--- src/rtl/game_pkg.sv ---
// Shared game constants and gomba life-cycle state encoding.
// Used by the gomba stomp controller and the movement blocks.
package game_pkg;

    localparam logic [9:0] SPRITE_SIZE  = 10'd32;
    localparam logic [9:0] SCREEN_X_MAX = 10'd639;
    localparam logic [9:0] SCREEN_Y_MAX = 10'd479;

    typedef enum logic [1:0] {
        ALIVE  = 2'd0,
        SQUASH = 2'd1,
        GONE   = 2'd2
    } gomba_life_t;

    // Widen to 11 bits before adding so box edges never wrap.
    function automatic logic [10:0] ext_add(
        input logic [9:0] a,
        input logic [9:0] b
    );
        return {1'b0, a} + {1'b0, b};
    endfunction

endpackage

--- src/rtl/gomba_stomp_ctrl_if.sv ---
// Bundle between the game logic and the gomba stomp controller.
// master drives positions/frame clock, slave returns life state and pulses.
interface gomba_stomp_ctrl_if;

    logic       frame_clk;
    logic [9:0] mario_x;
    logic [9:0] mario_y;
    logic       mario_falling;
    logic [9:0] gomba_x;
    logic [9:0] gomba_y;
    logic       gomba_alive;
    logic       gomba_squash;
    logic       gomba_visible;
    logic       mario_bounce;
    logic       mario_hit;
    logic       score_add;
    logic       gomba_respawn;

    modport master (
        output frame_clk, mario_x, mario_y, mario_falling,
        output gomba_x, gomba_y,
        input  gomba_alive, gomba_squash, gomba_visible,
        input  mario_bounce, mario_hit, score_add, gomba_respawn
    );

    modport slave (
        input  frame_clk, mario_x, mario_y, mario_falling,
        input  gomba_x, gomba_y,
        output gomba_alive, gomba_squash, gomba_visible,
        output mario_bounce, mario_hit, score_add, gomba_respawn
    );

endinterface

--- src/rtl/frame_tick_det.sv ---
// Two-flop frame_clk synchroniser with rising-edge detector.
// tick_o is high for one clk_i cycle per frame_clk rising edge.
module frame_tick_det (
    input  logic clk_i,
    input  logic rst_i,
    input  logic frame_clk_i,
    output logic tick_o
);

    logic s1_q, s2_q, s3_q;

    always_ff @(posedge clk_i or posedge rst_i) begin
        if (rst_i) begin
            s1_q <= 1'b0;
            s2_q <= 1'b0;
            s3_q <= 1'b0;
        end else begin
            s1_q <= frame_clk_i;
            s2_q <= s1_q;
            s3_q <= s2_q;
        end
    end

    assign tick_o = s2_q & ~s3_q;

endmodule

--- src/rtl/gomba_stomp_ctrl.sv ---
// Gomba collision classifier and life-cycle FSM (ALIVE/SQUASH/GONE).
// Define GOMBA_RESPAWN_EN to make GONE time out back to ALIVE.
module gomba_stomp_ctrl
    import game_pkg::*;
#(
    parameter logic [9:0] STOMP_MARGIN  = 10'd8,
    parameter logic [7:0] SQUASH_FRAMES = 8'd30,
    parameter logic [7:0] HIT_COOLDOWN  = 8'd60
`ifdef GOMBA_RESPAWN_EN
    ,
    parameter logic [7:0] RESPAWN_FRAMES = 8'd120
`endif
) (
    input  logic               Clk,
    input  logic               Reset,
    gomba_stomp_ctrl_if.slave  bus
);

    logic tick;

    frame_tick_det u_tick (
        .clk_i       (Clk),
        .rst_i       (Reset),
        .frame_clk_i (bus.frame_clk),
        .tick_o      (tick)
    );

    logic overlap, stomp, side;

    always_comb begin
        overlap = ({1'b0, bus.mario_x} < ext_add(bus.gomba_x, SPRITE_SIZE))
                & ({1'b0, bus.gomba_x} < ext_add(bus.mario_x, SPRITE_SIZE))
                & ({1'b0, bus.mario_y} < ext_add(bus.gomba_y, SPRITE_SIZE))
                & ({1'b0, bus.gomba_y} < ext_add(bus.mario_y, SPRITE_SIZE));
        stomp = overlap & bus.mario_falling
              & (ext_add(bus.mario_y, SPRITE_SIZE)
                 <= ext_add(bus.gomba_y, STOMP_MARGIN));
        side  = overlap & ~stomp;
    end

    gomba_life_t state_q, state_d;
    logic [7:0]  cd_q, cd_d;
    logic [7:0]  sq_q, sq_d;
    logic        bounce_d, hit_d, respawn_d;
    logic        alive_q, squash_q, visible_q;
    logic        bounce_q, hit_q;
`ifdef GOMBA_RESPAWN_EN
    logic [7:0]  rs_q, rs_d;
    logic        respawn_q;
`endif

    always_comb begin
        state_d   = state_q;
        cd_d      = cd_q;
        sq_d      = sq_q;
        bounce_d  = 1'b0;
        hit_d     = 1'b0;
        respawn_d = 1'b0;
`ifdef GOMBA_RESPAWN_EN
        rs_d      = rs_q;
`endif
        if (tick) begin
            unique case (state_q)
                ALIVE: begin
                    if (stomp) begin
                        state_d  = SQUASH;
                        sq_d     = SQUASH_FRAMES - 8'd1;
                        cd_d     = 8'd0;
                        bounce_d = 1'b1;
                    end else if (side && cd_q == 8'd0) begin
                        hit_d = 1'b1;
                        cd_d  = HIT_COOLDOWN;
                    end else if (cd_q != 8'd0) begin
                        cd_d = cd_q - 8'd1;
                    end
                end
                SQUASH: begin
                    if (sq_q == 8'd0) begin
                        state_d = GONE;
`ifdef GOMBA_RESPAWN_EN
                        rs_d    = RESPAWN_FRAMES - 8'd1;
`endif
                    end else begin
                        sq_d = sq_q - 8'd1;
                    end
                end
                GONE: begin
`ifdef GOMBA_RESPAWN_EN
                    if (rs_q == 8'd0) begin
                        state_d   = ALIVE;
                        respawn_d = 1'b1;
                    end else begin
                        rs_d = rs_q - 8'd1;
                    end
`endif
                end
                default: state_d = ALIVE;
            endcase
        end
    end

    always_ff @(posedge Clk or posedge Reset) begin
        if (Reset) begin
            state_q   <= ALIVE;
            cd_q      <= 8'd0;
            sq_q      <= 8'd0;
            alive_q   <= 1'b1;
            squash_q  <= 1'b0;
            visible_q <= 1'b1;
            bounce_q  <= 1'b0;
            hit_q     <= 1'b0;
        end else begin
            state_q   <= state_d;
            cd_q      <= cd_d;
            sq_q      <= sq_d;
            alive_q   <= (state_d == ALIVE);
            squash_q  <= (state_d == SQUASH);
            visible_q <= (state_d != GONE);
            bounce_q  <= bounce_d;
            hit_q     <= hit_d;
        end
    end

`ifdef GOMBA_RESPAWN_EN
    always_ff @(posedge Clk or posedge Reset) begin
        if (Reset) begin
            rs_q      <= 8'd0;
            respawn_q <= 1'b0;
        end else begin
            rs_q      <= rs_d;
            respawn_q <= respawn_d;
        end
    end

    assign bus.gomba_respawn = respawn_q;
`else
    logic unused_respawn;
    assign unused_respawn    = respawn_d;
    assign bus.gomba_respawn = 1'b0;
`endif

    assign bus.gomba_alive   = alive_q;
    assign bus.gomba_squash  = squash_q;
    assign bus.gomba_visible = visible_q;
    assign bus.mario_bounce  = bounce_q;
    assign bus.score_add     = bounce_q;
    assign bus.mario_hit     = hit_q;

endmodule

--- src/flat_wrapper.sv ---
// flat-port wrapper written by rule: the top's interface ports become plain ports
module gomba_stomp_ctrl_flat import game_pkg::*;
#(
    parameter logic [9:0] STOMP_MARGIN  = 10'd8,
    parameter logic [7:0] SQUASH_FRAMES = 8'd30,
    parameter logic [7:0] HIT_COOLDOWN  = 8'd60

)
  (Clk, Reset, bus_frame_clk, bus_mario_x, bus_mario_y, bus_mario_falling, bus_gomba_x, bus_gomba_y, bus_gomba_alive, bus_gomba_squash, bus_gomba_visible, bus_mario_bounce, bus_mario_hit, bus_score_add, bus_gomba_respawn);
  gomba_stomp_ctrl_if bus_i ();
  input  logic Clk;
  input  logic Reset;
  input wire logic [$bits(bus_i.frame_clk)-1:0] bus_frame_clk;
  input wire logic [$bits(bus_i.mario_x)-1:0] bus_mario_x;
  input wire logic [$bits(bus_i.mario_y)-1:0] bus_mario_y;
  input wire logic [$bits(bus_i.mario_falling)-1:0] bus_mario_falling;
  input wire logic [$bits(bus_i.gomba_x)-1:0] bus_gomba_x;
  input wire logic [$bits(bus_i.gomba_y)-1:0] bus_gomba_y;
  output wire logic [$bits(bus_i.gomba_alive)-1:0] bus_gomba_alive;
  output wire logic [$bits(bus_i.gomba_squash)-1:0] bus_gomba_squash;
  output wire logic [$bits(bus_i.gomba_visible)-1:0] bus_gomba_visible;
  output wire logic [$bits(bus_i.mario_bounce)-1:0] bus_mario_bounce;
  output wire logic [$bits(bus_i.mario_hit)-1:0] bus_mario_hit;
  output wire logic [$bits(bus_i.score_add)-1:0] bus_score_add;
  output wire logic [$bits(bus_i.gomba_respawn)-1:0] bus_gomba_respawn;
  assign bus_i.frame_clk = bus_frame_clk;
  assign bus_i.mario_x = bus_mario_x;
  assign bus_i.mario_y = bus_mario_y;
  assign bus_i.mario_falling = bus_mario_falling;
  assign bus_i.gomba_x = bus_gomba_x;
  assign bus_i.gomba_y = bus_gomba_y;
  assign bus_gomba_alive = bus_i.gomba_alive;
  assign bus_gomba_squash = bus_i.gomba_squash;
  assign bus_gomba_visible = bus_i.gomba_visible;
  assign bus_mario_bounce = bus_i.mario_bounce;
  assign bus_mario_hit = bus_i.mario_hit;
  assign bus_score_add = bus_i.score_add;
  assign bus_gomba_respawn = bus_i.gomba_respawn;
  gomba_stomp_ctrl #(.STOMP_MARGIN(STOMP_MARGIN), .SQUASH_FRAMES(SQUASH_FRAMES), .HIT_COOLDOWN(HIT_COOLDOWN)) u_core (.Clk(Clk), .Reset(Reset), .bus(bus_i));
endmodule
--- config.mk ---
export PLATFORM = sky130hd
export DESIGN_NAME = gomba_stomp_ctrl_flat
export DESIGN_NICKNAME = d
export VERILOG_FILES = /design/src/rtl/game_pkg.sv /design/src/rtl/gomba_stomp_ctrl_if.sv /design/src/rtl/frame_tick_det.sv /design/src/rtl/gomba_stomp_ctrl.sv /design/src/flat_wrapper.sv
export SDC_FILE = /design/constraint.sdc
export NUM_CORES = 1
export LEC_CHECK = 0
export CAP_MARGIN = 20
export CORE_MARGIN = 5
export CORE_UTILIZATION = 58
export DETAILED_ROUTE_END_ITERATION = 8
export GPL_TIMING_DRIVEN = 0
export PLACE_DENSITY = 0.85
export SLEW_MARGIN = 40
export SYNTH_ARGS = -nofsm -noshare
export SYNTH_HDL_FRONTEND = slang
export SYNTH_SLANG_ARGS = --single-unit
--- constraint.sdc ---
create_clock -name Clk -period 4.9 [get_ports Clk]
set_clock_uncertainty 0.15 [all_clocks]
set_input_delay 0.98 -clock Clk [delete_from_list [all_inputs] [get_ports Clk]]
set_output_delay 0.98 -clock Clk [all_outputs]
set_load 0.05 [all_outputs]
==> flow_results.org <==
** Finish
- In the final layout, the share of cells above drive strength 1 is ~7%.
- Area of the multi-input gates :: 1920 µm²
- Fin nets :: 472
- Summing all non-filler instances in the final layout gives an area of 3350 µm².
- Layout fillers :: about 400
- Layout Area Growth over Synthesis :: 22.2%
- The number of antenna diodes in the final layout is 0.
- Storage cell area :: roughly 650 µm²

** Drt
- Number of DRC markers in iteration 0 :: 80
- In the routed layout, each cell is associated on average with a via count of 5.78.
- For this run, design rule violations remaining after detail routing come to 0.
- Average wire per cell in the routed design :: about 14 µm
- For this run, the detailed router's first-pass iteration total came to 6.
- Summing over every cut layer, the via total after detailed routing is 2487.
- Final antenna-violating net count :: 0
- Total length of routed wires :: 5890 µm

** GRT
- Routing layer with the top usage in global route :: met2
- Global-route wire length before repair :: between 10000 and 15000 µm
- Largest net degree at the start of global routing :: 27
- Global routing consumed, on the met2 layer, 35.3% of the routing resources.
- Global-route track usage on met1 :: 27.4%
- Global routing consumed, over all layers together, 20.7% of the routing resources.
- Global routing finished with a remaining overflow of 0.
- Via count of the first global-routing pass :: ~2.4k
- GRT met3 Usage :: 2.95%
- Antenna violations before repair :: 0

** Setup path
- In this design, the stage delay of the slowest critical-path cell is 0.62 ns.
- Walking the worst path, the cells encountered are clkdlybuf4s50_1, nand3_1, nor3_1, xnor2_1, ha_1, nand4_1, nor4_1, o21ai_0, o31a_1, nand4b_4, or2_1, buf_2, o211a_1.
- At the worst endpoint, the required time is 4.91 ns.
- Type of the worst setup path :: input port to flip-flop
- CP Launch Type :: input port
- Maximum fanout encountered on the critical timing path :: 8
- STA classifies the critical path endpoint as a flip-flop.
- Crit path arrival time :: ~4 ns
- Standard cell with the maximum stage delay on the critical path :: clkdlybuf4s50_1

** Synthesis
- In this run the cell area of the synthesized design comes to 2750 µm².
- Main synth FF type :: dfrtp_1
- Synth Instances :: approximately 320
- Count of state elements after synthesis :: 26
- The number of nets in the synthesized netlist is 418.
- Synth warnings :: 0
- By instance count, the leading cell after synthesis is ha_1.
- Unique cell type count in the Yosys netlist :: between 50 and 60
- Number of enable-type register cells in the synthesized netlist :: 0
- Ranking of synthesized cells by area :: ha_1 23%, dfrtp_1 22%, inv_1 4.8%
- By count the netlist is led by 51 x ha_1, 35 x inv_1, 24 x dfrtp_1, 21 x nor2_1, 20 x nand2_1.
- Of the synthesized area, sequential elements account for 23.8%.
- In the synthesized netlist the async set-or-reset flop fraction comes to 100%.
- Summed over its instances, the top area cell type makes up between 20 and 25% of the synthesized netlist area.
- The biggest area contributor in the post-synthesis netlist is ha_1.
- In this run the mean area of a mapped cell was 8.50 µm².

** Clock tree
- Clock transition at the registers of the reported paths :: 0.09 ns
- Root buf cell :: clkbuf_8
- Number of buffers inserted during clock tree synthesis :: 3
- Sink Count :: 26
- Worst skew pair latency :: 0.27 ns
- Gates resized during post-CTS repair numbered 0.
- In this run the number of H-tree levels came out at 1.
- Clock tree from TritonCTS :: done
- Post-CTS timing repair inserted 0 buffers for setup.
- Counting along the longest clock path gives a buffer depth of 2.
- Number of buffers added to fix hold violations after cts :: 0

** Die
- Die outline height :: 78.8 µm
- Width of the die :: ~79 µm
- # rows :: 25
- The die covers 6210 µm².
- Core area :: 4660 µm²
- Once the floorplan was initialized, standard cells occupied about three fifths of the core.
- I/O pin cnt :: between 50 and 60

** Power
- Total power :: approximately 0.75 mW
- Power per standard cell area :: between 200 and 250 nW/µm²
- IR analysis of the VDD net gives a maximum drop of about 0.21 mV.
- For this design the static power due to leakage is 1.51 nW.

** STA
- Aggregate negative setup slack :: 0 ns
- Setup violators final :: 0
- Hold Violations, Final :: 0
- Fmax :: 252 MHz
- Pin slew with the least headroom to its limit :: 0.516 ns
- The worst path in the final design needs a cycle of 3.97 ns, including I/O delays and setup.
- Across all hold checks on the routed design, the worst slack comes to 0.205 ns.
- Slew Viols, Final :: 0
- Setup repair after global routing missed its margin :: no
- After layout, the worst path uses just over 80% of the clock period.
- Measured against its own limit, the worst slew margin works out to 65.6%.

** Placement
- In this run the cell area measured after placement is 3300 µm².
- I/O Buffers :: 49
- The congestion estimate from routability-driven global placement came to 0.877.
- After legalization and detailed placement, the total HPWL measured 4950 µm.

** Hold path
- Worst hold path type :: flip-flop to flip-flop

** Flow run
- Number of violations of the max-capacitance limit :: 0

** Outcome
- Result of the run :: finished clean
==> path summary, 6_finish.rpt <==
kind / from / endpoint / slack (ns) / cells after the start
max: bus_gomba_y[5] / u_core.cd_q[4] / 0.93 / 13
min: u_core.u_tick.s1_q / u_core.u_tick.s2_q / 0.21 / 0
max reg2reg: u_core.sq_q[0] / u_core.sq_q[5] / 2.49 / 9
min reg2reg: u_core.u_tick.s1_q / u_core.u_tick.s2_q / 0.21 / 0
max in group asynchronous: Reset / u_core.bus.gomba_alive / 3.32 / 2
min in group asynchronous: Reset / u_core.cd_q[1] / 0.90 / 2
==> metrics by stage <==
stage | cells | util (%) | setup WS [ns]
5_1_grt | 430 | 71.9 | 0.631
2_1_floorplan | 323 | - | 1.53
6_report | 430 | 71.9 | 0.931
4_1_cts | 430 | 71.8 | 0.947
3_3_place_gp | 426 | 70.9 | 0.726
3_5_place_dp | 426 | 70.9 | 0.667
==> logic make-up (layout without fill, tap and decap cells) <==
logic type / Yosys count / in the layout / synth area share [%]
compound gates: 79 / 79 / 19.6
xor+xnor: 17 / 17 / 5.42
fa+ha+maj: 51 / 51 / 23.2
buf+inv: 43 / 96 / 6.52
flops: 26 / 26 / 23.8
mux: 1 / 1 / 0.365
other cells: 1 / 1 / 0.137
simple gates: 105 / 105 / 21.0
==> flip-flops by register name (all words and copies together) (netlist names) <==
register,count
u_core.cd_q,8
u_core.sq_q,8
u_core.state_q,2
u_core.bus.gomba_alive,1
u_core.bus.gomba_squash,1
u_core.bus.gomba_visible,1
u_core.bus.mario_bounce,1
u_core.bus.mario_hit,1
u_core.u_tick.s1_q,1
u_core.u_tick.s2_q,1
u_core.u_tick.s3_q,1
==> per-layer routing <==
| metal | wire (µm) | vias up |
|---|---|---|
| met5 | 0 | - |
| met4 | 74 | 0 |
| met3 | 329 | 9 |
| met2 | 2780 | 60 |
| met1 | 2710 | 1143 |
| li1 | - | 1275 |
==> cell type report <==
cell class                      count  share of cell area (%)
Clock buffer                        4                    1.34
Sequential cell                    26                    19.5
Multi-Input combinational cell    254                    57.2
Tap cell                           54                    2.01
Buffer                              6                    1.19
Inverter                           37                    4.14
Timing Repair Buffer               49                    14.6
==> cells in the final DEF, fill, tap and decap left out, drive strengths merged, types with 4 or more instances in the layout <==
master,Yosys,final
ha,51,51
clkdlybuf4s50,0,49
inv,37,37
dfrtp,24,24
nor2,21,21
nand2,20,20
o21ai,20,20
a21oi,18,18
nand3,16,16
xnor2,11,11
nor3,10,10
or3,7,7
nand4,7,7
o21a,6,6
xor2,6,6
nor2b,5,5
a31oi,5,5
clkbuf,1,5
buf,5,5
o22ai,4,4
and2,4,4
==> where the power goes <==
group | internal (mW) | switching (mW)
sequential | 0.251 | 0.0318
clock | 0.0582 | 0.0636
combinational | 0.163 | 0.179
total | 0.471 | 0.274
==> worst max-delay path: cells and delay by family <==
family	cells	cell delay [ns]
AO/OA/AOI/OAI	3	0.38
AND/OR/NAND/NOR	6	1.40
buffers and inverters	2	0.79
adder cells (fa/ha/maj)	1	0.32
XOR/XNOR	1	0.12
(Power assumes the default switching activity.)
